**src/rtl/mem_arbiter_pkg.sv**
```systemverilog
// Shared types and default sizing for the fetch/data memory arbiter.
package mem_arb_pkg;

  localparam int DEF_ADDR_W       = 32;
  localparam int DEF_DATA_W       = 32;
  localparam int DEF_STARVE_LIMIT = 4;
  localparam int DEF_TIMEOUT      = 16;

  typedef enum logic [1:0] {
    IDLE,
    BUSY_I,
    BUSY_D,
    ERR
  } arb_state_t;

  // Bits needed to hold any value in 0..max_val.
  function automatic int cnt_width(input int max_val);
    return (max_val < 1) ? 1 : $clog2(max_val + 1);
  endfunction

endpackage

```
**src/rtl/mem_arbiter_if.sv**
```systemverilog
// Requester-side and memory-side signals of the arbiter, bundled for port connection.
interface mem_arbiter_if
  import mem_arb_pkg::*;
#(
  parameter int ADDR_W = DEF_ADDR_W,
  parameter int DATA_W = DEF_DATA_W
);

  logic              IReq;
  logic [ADDR_W-1:0] IAddr;
  logic [DATA_W-1:0] IRdata;
  logic              IReady;
  logic              DReq;
  logic              DWe;
  logic [ADDR_W-1:0] DAddr;
  logic [DATA_W-1:0] DWdata;
  logic [DATA_W-1:0] DRdata;
  logic              DReady;
  logic              MemReq;
  logic              MemWe;
  logic [ADDR_W-1:0] MemAddr;
  logic [DATA_W-1:0] MemWdata;
  logic [DATA_W-1:0] MemRdata;
  logic              MemAck;
  logic              StallI;
  logic              StallD;
  logic              Err;

  // The arbiter itself.
  modport slave (
    input  IReq, IAddr, DReq, DWe, DAddr, DWdata, MemRdata, MemAck,
    output IRdata, IReady, DRdata, DReady, MemReq, MemWe, MemAddr, MemWdata,
           StallI, StallD, Err
  );

  // The environment: requesters plus memory.
  modport master (
    output IReq, IAddr, DReq, DWe, DAddr, DWdata, MemRdata, MemAck,
    input  IRdata, IReady, DRdata, DReady, MemReq, MemWe, MemAddr, MemWdata,
           StallI, StallD, Err
  );

endinterface

```
**src/rtl/mem_arbiter_timeout_counter.sv**
```systemverilog
// Busy-cycle counter; expired flags the last allowed cycle without an acknowledge.
module timeout_counter
  import mem_arb_pkg::*;
#(
  parameter int LIMIT = DEF_TIMEOUT
) (
  input  logic clk,
  input  logic rst_n,
  input  logic clr,
  input  logic en,
  output logic expired
);

  localparam int W = cnt_width(LIMIT - 1);
  localparam logic [W-1:0] LAST = W'(LIMIT - 1);

  logic [W-1:0] cnt;

  // NOTE: sequential state uses non-blocking assignments so every flop samples pre-edge values.
  always_ff @(posedge clk or negedge rst_n) begin
    if (!rst_n) begin
      cnt <= '0;
    end else if (clr) begin
      cnt <= '0;
    end else if (en && !expired) begin
      cnt <= cnt + 1'b1;
    end
  end

  assign expired = (cnt == LAST);

endmodule

```
**src/rtl/mem_arbiter.sv**
```systemverilog
// Shares one single-port memory between a fetch and a data requester, with
// starvation-bounded data priority and a sticky timeout error.
module mem_arbiter
  import mem_arb_pkg::*;
#(
  parameter int ADDR_W       = DEF_ADDR_W,
  parameter int DATA_W       = DEF_DATA_W,
  parameter int STARVE_LIMIT = DEF_STARVE_LIMIT,
  parameter int TIMEOUT      = DEF_TIMEOUT
) (
  input logic          clk,
  input logic          rst,
  mem_arbiter_if.slave bus
);

  localparam int SW = cnt_width(STARVE_LIMIT);
  localparam logic [SW-1:0] STARVE_MAX = SW'(STARVE_LIMIT);

  arb_state_t        state;
  logic [SW-1:0]     starve_cnt;
  logic              sel_d;
  logic              grant_d;
  logic              grant_i;
  logic              busy;
  logic              expired;
  logic [ADDR_W-1:0] grant_addr;
  logic [DATA_W-1:0] grant_wdata;

  // Data wins the selection unless fetch has waited too long; a requester still
  // showing its Ready pulse is held off so a lingering Req is not granted twice.
  // NOTE: every always_comb output gets a default first so no latch is inferred.
  always_comb begin
    sel_d       = bus.DReq && (!bus.IReq || (starve_cnt < STARVE_MAX));
    grant_d     = 1'b0;
    grant_i     = 1'b0;
    grant_addr  = bus.IAddr;
    grant_wdata = bus.MemWdata;
    if (state == IDLE) begin
      grant_d = sel_d && !bus.DReady;
      grant_i = !sel_d && bus.IReq && !bus.IReady;
    end
    if (sel_d) begin
      grant_addr  = bus.DAddr;
      grant_wdata = bus.DWdata;
    end
  end

  assign busy = (state == BUSY_I) || (state == BUSY_D);

  timeout_counter #(
    .LIMIT (TIMEOUT)
  ) u_wait_cnt (
    .clk     (clk),
    .rst_n   (rst),
    .clr     (grant_d || grant_i),
    .en      (busy && !bus.MemAck),
    .expired (expired)
  );

  // NOTE: every register here, data paths included, is cleared by reset so no X leaks out.
  always_ff @(posedge clk or negedge rst) begin
    if (!rst) begin
      state        <= IDLE;
      starve_cnt   <= '0;
      bus.MemReq   <= 1'b0;
      bus.MemWe    <= 1'b0;
      bus.MemAddr  <= '0;
      bus.MemWdata <= '0;
      bus.IReady   <= 1'b0;
      bus.DReady   <= 1'b0;
      bus.IRdata   <= '0;
      bus.DRdata   <= '0;
      bus.Err      <= 1'b0;
    end else begin
      bus.IReady <= 1'b0;
      bus.DReady <= 1'b0;
      unique case (state)
        IDLE: begin
          if (grant_d || grant_i) begin
            state        <= grant_d ? BUSY_D : BUSY_I;
            bus.MemReq   <= 1'b1;
            bus.MemWe    <= grant_d && bus.DWe;
            bus.MemAddr  <= grant_addr;
            bus.MemWdata <= grant_wdata;
          end
          if (grant_i || (grant_d && !bus.IReq)) begin
            starve_cnt <= '0;
          end else if (grant_d && starve_cnt != STARVE_MAX) begin
            starve_cnt <= starve_cnt + 1'b1;
          end
        end
        BUSY_I, BUSY_D: begin
          if (bus.MemAck) begin
            state      <= IDLE;
            bus.MemReq <= 1'b0;
            if (state == BUSY_I) begin
              bus.IRdata <= bus.MemRdata;
              bus.IReady <= 1'b1;
            end else begin
              bus.DRdata <= bus.MemRdata;
              bus.DReady <= 1'b1;
            end
          end else if (expired) begin
            state      <= ERR;
            bus.MemReq <= 1'b0;
            bus.Err    <= 1'b1;
          end
        end
        ERR: begin
          state <= ERR;
        end
        default: state <= IDLE;
      endcase
    end
  end

  assign bus.StallI = bus.IReq & ~bus.IReady;
  assign bus.StallD = bus.DReq & ~bus.DReady;

endmodule

```
**src/flat_wrapper.sv**
```systemverilog
// flat-port wrapper written by rule: the top's interface ports become plain ports
module mem_arbiter_flat import mem_arb_pkg::*;
#(
  parameter int ADDR_W       = DEF_ADDR_W,
  parameter int DATA_W       = DEF_DATA_W,
  parameter int STARVE_LIMIT = DEF_STARVE_LIMIT,
  parameter int TIMEOUT      = DEF_TIMEOUT
)
  (clk, rst, bus_IReq, bus_IAddr, bus_DReq, bus_DWe, bus_DAddr, bus_DWdata, bus_MemRdata, bus_MemAck, bus_IRdata, bus_IReady, bus_DRdata, bus_DReady, bus_MemReq, bus_MemWe, bus_MemAddr, bus_MemWdata, bus_StallI, bus_StallD, bus_Err);
  mem_arbiter_if #(.ADDR_W(ADDR_W), .DATA_W(DATA_W)) bus_i ();
  input logic clk;
  input logic rst;
  input wire logic [$bits(bus_i.IReq)-1:0] bus_IReq;
  input wire logic [$bits(bus_i.IAddr)-1:0] bus_IAddr;
  input wire logic [$bits(bus_i.DReq)-1:0] bus_DReq;
  input wire logic [$bits(bus_i.DWe)-1:0] bus_DWe;
  input wire logic [$bits(bus_i.DAddr)-1:0] bus_DAddr;
  input wire logic [$bits(bus_i.DWdata)-1:0] bus_DWdata;
  input wire logic [$bits(bus_i.MemRdata)-1:0] bus_MemRdata;
  input wire logic [$bits(bus_i.MemAck)-1:0] bus_MemAck;
  output wire logic [$bits(bus_i.IRdata)-1:0] bus_IRdata;
  output wire logic [$bits(bus_i.IReady)-1:0] bus_IReady;
  output wire logic [$bits(bus_i.DRdata)-1:0] bus_DRdata;
  output wire logic [$bits(bus_i.DReady)-1:0] bus_DReady;
  output wire logic [$bits(bus_i.MemReq)-1:0] bus_MemReq;
  output wire logic [$bits(bus_i.MemWe)-1:0] bus_MemWe;
  output wire logic [$bits(bus_i.MemAddr)-1:0] bus_MemAddr;
  output wire logic [$bits(bus_i.MemWdata)-1:0] bus_MemWdata;
  output wire logic [$bits(bus_i.StallI)-1:0] bus_StallI;
  output wire logic [$bits(bus_i.StallD)-1:0] bus_StallD;
  output wire logic [$bits(bus_i.Err)-1:0] bus_Err;
  assign bus_i.IReq = bus_IReq;
  assign bus_i.IAddr = bus_IAddr;
  assign bus_i.DReq = bus_DReq;
  assign bus_i.DWe = bus_DWe;
  assign bus_i.DAddr = bus_DAddr;
  assign bus_i.DWdata = bus_DWdata;
  assign bus_i.MemRdata = bus_MemRdata;
  assign bus_i.MemAck = bus_MemAck;
  assign bus_IRdata = bus_i.IRdata;
  assign bus_IReady = bus_i.IReady;
  assign bus_DRdata = bus_i.DRdata;
  assign bus_DReady = bus_i.DReady;
  assign bus_MemReq = bus_i.MemReq;
  assign bus_MemWe = bus_i.MemWe;
  assign bus_MemAddr = bus_i.MemAddr;
  assign bus_MemWdata = bus_i.MemWdata;
  assign bus_StallI = bus_i.StallI;
  assign bus_StallD = bus_i.StallD;
  assign bus_Err = bus_i.Err;
  mem_arbiter #(.ADDR_W(ADDR_W), .DATA_W(DATA_W), .STARVE_LIMIT(STARVE_LIMIT), .TIMEOUT(TIMEOUT)) u_core (.clk(clk), .rst(rst), .bus(bus_i));
endmodule
```
**config.mk**
```make
export PLATFORM = sky130hd
export DESIGN_NAME = mem_arbiter_flat
export DESIGN_NICKNAME = d
export VERILOG_FILES = /design/src/rtl/mem_arbiter_pkg.sv /design/src/rtl/mem_arbiter_if.sv /design/src/rtl/mem_arbiter_timeout_counter.sv /design/src/rtl/mem_arbiter.sv /design/src/flat_wrapper.sv
export SDC_FILE = /design/constraint.sdc
export NUM_CORES = 1
export LEC_CHECK = 0
export ABC_AREA = 1
export BUFFER_PORTS_ARGS = -buffer_cell sky130_fd_sc_hd__clkbuf_2
export CORE_ASPECT_RATIO = 0.75
export CORE_UTILIZATION = 40
export CTS_CLUSTER_SIZE = 24
export DETAILED_ROUTE_END_ITERATION = 10
export GPL_TIMING_DRIVEN = 0
export PLACE_DENSITY = 0.72
export SLEW_MARGIN = 25
export SYNTH_ARGS = -nofsm -noshare
export SYNTH_HDL_FRONTEND = slang
export SYNTH_SLANG_ARGS = --single-unit
```
**constraint.sdc**
```tcl
create_clock -name clk -period 1.4 [get_ports clk]
set_input_delay 0.07 -clock clk [delete_from_list [all_inputs] [get_ports clk]]
set_output_delay 0.07 -clock clk [all_outputs]
set_load 0.1 [all_outputs]
```
Word level (Yosys, flattened, before mapping). Cells that the tools add are included.

Register bits: 142. Latch bits: 0. Bits in writable memories: 0. Bits in read-only memories: 0. Input port bits: 134. Word-level logic and storage cells: 82. Memories kept: 0.

Add/subtract/negate cells: 2. Multiply operators: 0. Divide/modulo/power cells: 0. Order comparisons: 1. Eq/ne operators: 7. Shift-type cells: 0. Multiplexer cells: 22. Bitwise gates (word level): 6. Reduce and logical (&&, ||, !) cells: 32.

Operator list (count): $mux W32 (1); $reduce_and A3 Y1 (5); $mux W1 (11); $logic_and A1 B1 Y1 (9); $mux W2 (4); $mux W4 (2); $logic_not A1 Y1 (6); $mux W3 (2); $ne A3 B3 Y1 const B (2); $pmux W2 S3 (1); $reduce_and A2 Y1 (3); $reduce_bool A2 Y1 (3); $add A4 B1 Y4 const B (1); $eq A2 B2 Y1 const B (2); $eq A4 B4 Y1 const B (1); $logic_or A1 B1 Y1 (4); $not A1 Y1 (4); $add A3 B1 Y3 const B (1); $lt A3 B3 Y1 const B (1); $and A1 B1 Y1 (2); $eq A2 B1 Y1 const B (1); $logic_not A2 Y1 (1); $ne A2 B2 Y1 const B (1); $pmux W1 S2 (1); $reduce_or A2 Y1 (1).

Logic depth before layout (Yosys ltp).
Depth in word-level cells: 10. Mapped depth: 10. Mapped depth without buffers: 9.

Cells and area by module. From an unflattened synthesis, not the netlist that was laid out.

Cells, all modules: 682. Area, all modules: 6023.3 um^2.

Modules (own cells, without submodules): mem_arbiter (instances 1, cells an instance 653, area each 5798.1 um^2); timeout_counter (instances 1, cells an instance 29, area each 225.2 um^2).

Least setup slack after synthesis. No wires, ideal clock.

Path type: register to register. Start: reg u_core.bus.IReady. End: reg u_core.bus.MemAddr[26]. Arrival: 2945 ps. Slack: -1665 ps. Stages on the path, launching flop included: 7. Buffers on the path: 1. Cell sequence: dfrtp_1 nor2_1 nand3_2 nand2_1 buf_2 o21ai_0 o21a_1.

Word-level cells in the longest chain between the ends: 5.

Ends and longest elaborated chain: start: declaration (line mem_arbiter_if.sv:32) `output IRdata, IReady, DRdata, DReady, MemReq, MemWe, MemAddr, MemWdata,`; start signal: assignment (line mem_arbiter.sv:69) `bus.IReady <= 1'b0;`; start signal: assignment (line mem_arbiter.sv:75) `bus.IReady <= 1'b0;`; start signal: assignment (line mem_arbiter.sv:98) `bus.IReady <= 1'b1;`; $logic_not A1 Y1 (line mem_arbiter.sv:40) `grant_i = !sel_d && bus.IReq && !bus.IReady;`; $logic_and A1 B1 Y1 (line mem_arbiter.sv:40); $mux W1 (line mem_arbiter.sv:38) `if (state == IDLE) begin`; $logic_or A1 B1 Y1 (line mem_arbiter.sv:79) `if (grant_d || grant_i) begin`; $reduce_and A2 Y1 (no line); end signal: assignment (line mem_arbiter.sv:83) `bus.MemAddr <= grant_addr;`; end: declaration (line mem_arbiter_if.sv:32).

No other way between the ends. A chain may end at the register's enable or synchronous reset.

Worst setup path in the final report.
Start: reg u_core.state[0]. End: reg u_core.bus.DRdata[31].

Word-level cells in the longest chain between the ends: 3. Elaborated cells between the ends (all ways): 5. Classes of those cells: eq/ne (2); bitwise (1); reduce/logical (2).

Ends and longest elaborated chain: start: declaration (line mem_arbiter.sv:19) `arb_state_t state;`; start signal: assignment (line mem_arbiter.sv:80) `state <= grant_d ? BUSY_D : BUSY_I;`; $eq A2 B2 Y1 / $eq A2 B1 Y1 (equally long branches) (line mem_arbiter.sv:77, mem_arbiter.sv:96); $reduce_or A2 Y1 / $not A1 Y1 (equally long branches); $reduce_and A3 Y1 (no line) *; end signal: assignment (line mem_arbiter.sv:100) `bus.DRdata <= bus.MemRdata;`; end: declaration (line mem_arbiter_if.sv:32).

Mark *: on every way between the ends. The rest lies on a longest branch, timed or not.

==> impl_metrics.ini <==
[route]
antenna_left = 0
routedWlPerCell_um = 15.9
drc = 0
dr.first_iter.drc_count = 255
vias_per_cell = 4.75
dr_total_vias = 5520
first_pass_iters = 5
finalWirelength_um = 18500

[floorplanning]
die_height_um = 108
ioPinCount = 269
coreArea_um2 = 14500
dieArea_um2 = 15400
start_util_pct = 41.1
rows = 38
fp.dieW_um = 143

[timing]
maxSlewViolCount = 0
rsz0062_at_grt = yes
setup_viol = 97
fin_ws_ns = -0.164
final.min_clock_period_ns = 1.56
tns_ns = -10.17
fin_crit_sh_pct = 112
relSlewSlack_pct = 57.0
tightestPinTransition_ns = 0.644
skew_ns = 0.0123
max_freq_mhz = 639
hold_violations = 0

[cells_and_area]
layout_commonest_cell = clkbuf_2
nNetsFinal = 1091
layout_common_cells = clkbuf_2, dfrtp_1, nand2_1
n_antenna_cell = 0
syn2layout_area_growth_pct = 61.9
fillers = 1138
fin_util_pct = 66.5
instances_no_fill = 1163
drive_gt1_share_pct = 46.7

[setup_path]
crit_path_end_kind = register
crit_fanout = 5
start_kind = register
cp.arrival_ns = 1.85
criticalPathCategory = reg2reg
worst_ep_required_time_ns = 1.68

[global_route]
overflow = 0
grt_max_degree = 80
grt.total_usage_pct = 23.3
grt_pass1_vias = 5406
antenna_found_initial = 0
grt_pass1_wl_um = 27300

[synthesis]
synth_top_area_share_pct = 59.5
synth_nets = 714
synth_cells = 574
synth.avg_cell_area_um2 = 10.4
synth_edf_count = 0
synth_area_leader_cell = dfrtp_1
synthSimpleGateAreaFrac_pct = 9.44
synthTopCellsByArea = dfrtp_1, o21ai_0, mux2_4, nand2_1, o21a_1
synth_compound_area_share_pct = 15.6
synthFlopType = dfrtp_1
synth_top_family_by_area = compound AO/OA/AOI/OAI gates
synth_mux_area_share_pct = 7.72
syn_area_um2 = 5980
yosys_register_bits = 142
ys_seq_area_share_pct = 59.5
yosysWarnings = 0
async_flop_share_pct = 100
synthXorXnorAreaFrac_pct = 0.293
synth_cell_types = 25
synthAdderAreaFrac_pct = 1.26

[outcome]
status = finished with violations
violations = setup timing

[clock_network]
clkLatencyLatePin_ns = 0.40
cts_max_level = 4
clock_sinks = 142
cts-root-buf = clkbuf_16
clock_path_buffers = 2
path_clk_slew_ns = 0.06
cts-buffers-inserted = 17
cts_tree = done

[placement]
io_buffers = 267
dpl.hpwl_um = 11900
gp_congestion = 0.911
dp.cells = 1042

[run]
max_cap_violations = 0

[hold_path]
holdCritPathClass = in2reg
what timing repair did:
| item | CTS | global route |
|---|---|---|
| gates resized for setup | 61 | 104 |
| endpoints found under the hold margin | 175 | 0 |
| pin swaps | 8 | 12 |
| buffers inserted | 11 | 6 |
| cloned | 2 | 6 |
| endpoints found under the setup margin | 137 | 139 |
| hold buffers | 66 | 0 |
synthesized netlist by cell type (2+ instances only):
cell and instances:
buf_1 3, buf_6 6, nor2_1 39, nand2_1 87
inv_2 3, buf_2 8, nand3_2 2, nand3_1 7
mux2_4 27, buf_4 2, nand2_2 2, o21bai_1 2
a21oi_1 34, o21a_1 32, inv_1 46, mux2_2 5
ha_1 6, dfrtp_1 142, o21ai_0 101, clkbuf_1 15
routing by layer:
metal	GRT usage [%]	wire, um	vias to the layer above
met5	0	0	-
met2	37.7	9060	166
li1	-	-	2655
met4	8.06	229	0
met3	4.94	830	22
met1	31.0	8390	2677
registers in the layout, indices dropped and copies added, names as in the netlist, 2 cells and up:
signal / count
u_core.bus.DRdata: 32
u_core.bus.IRdata: 32
u_core.bus.MemAddr: 32
u_core.bus.MemWdata: 32
u_core.u_wait_cnt.cnt: 4
u_core.starve_cnt: 3
u_core.state: 2
worst max-delay path: stages (launching register included):
cell and delay [ns]:
dfrtp_2 0.40, inv_2 0.06, ha_4 0.27, inv_4 0.04, nor3_4 0.20, buf_12 0.15
inv_4 0.06, clkbuf_16 0.15, nand2_1 0.05, o21ai_1 0.06
stage by stage:
| stage | hold slack (ns) | area [um2] | setup slack, ns |
|---|---|---|---|
| final | 0.0211 | 9680 | -0.164 |
| after global routing | 0.0238 | 9680 | -0.225 |
| after CTS | 0.00916 | 9240 | -0.165 |
| after detailed placement | 0.139 | 7670 | -0.439 |
| after global placement | 0.303 | 7640 | -2.66 |
| after floorplan | -0.226 | 6050 | -0.625 |
cell families (layout without fill, tap and decap cells):
kind of cell,count (synthesis),in the layout
AOI/OAI and AO/OA,169,169
xor gates and xnor gates,2,2
adders and majority gates,6,6
buffers and inverters,83,472
DFF,142,142
muxes,32,32
and+or+nand+nor,140,140
final timing paths:
check,startpoint,slack (ns),cells after the start,endpoint
setup reg to reg,u_core.state[0],-0.16,9,u_core.bus.DRdata[31]
hold / removal,bus_DAddr[11],0.02,4,u_core.bus.MemAddr[11]
max in group asynchronous,rst,0.38,3,u_core.bus.IRdata[8]
setup / recovery,u_core.state[0],-0.16,9,u_core.bus.DRdata[31]
hold reg to reg,u_core.bus.IRdata[24],0.49,2,u_core.bus.IRdata[24]
min in group asynchronous,rst,0.27,2,u_core.bus.MemAddr[17]
layout make-up:
cell class / count / area (um2) / share of cell area [%]
Multi-Input combinational cell: 349 / 2290 / 23.7
Clock inverter: 13 / 166 / 1.72
Tap cell: 200 / 250 / 2.59
Clock buffer: 18 / 429 / 4.43
Buffer: 33 / 372 / 3.84
Sequential cell: 142 / 3560 / 36.8
Inverter: 49 / 204 / 2.11
Timing Repair Buffer: 358 / 2390 / 24.7
Timing Repair inverter: 1 / 6.26 / 0.0646
Power is left out: the tool's default activity adds up to more than one toggle a clock period on the data nets, which glitch-free logic cannot reach.
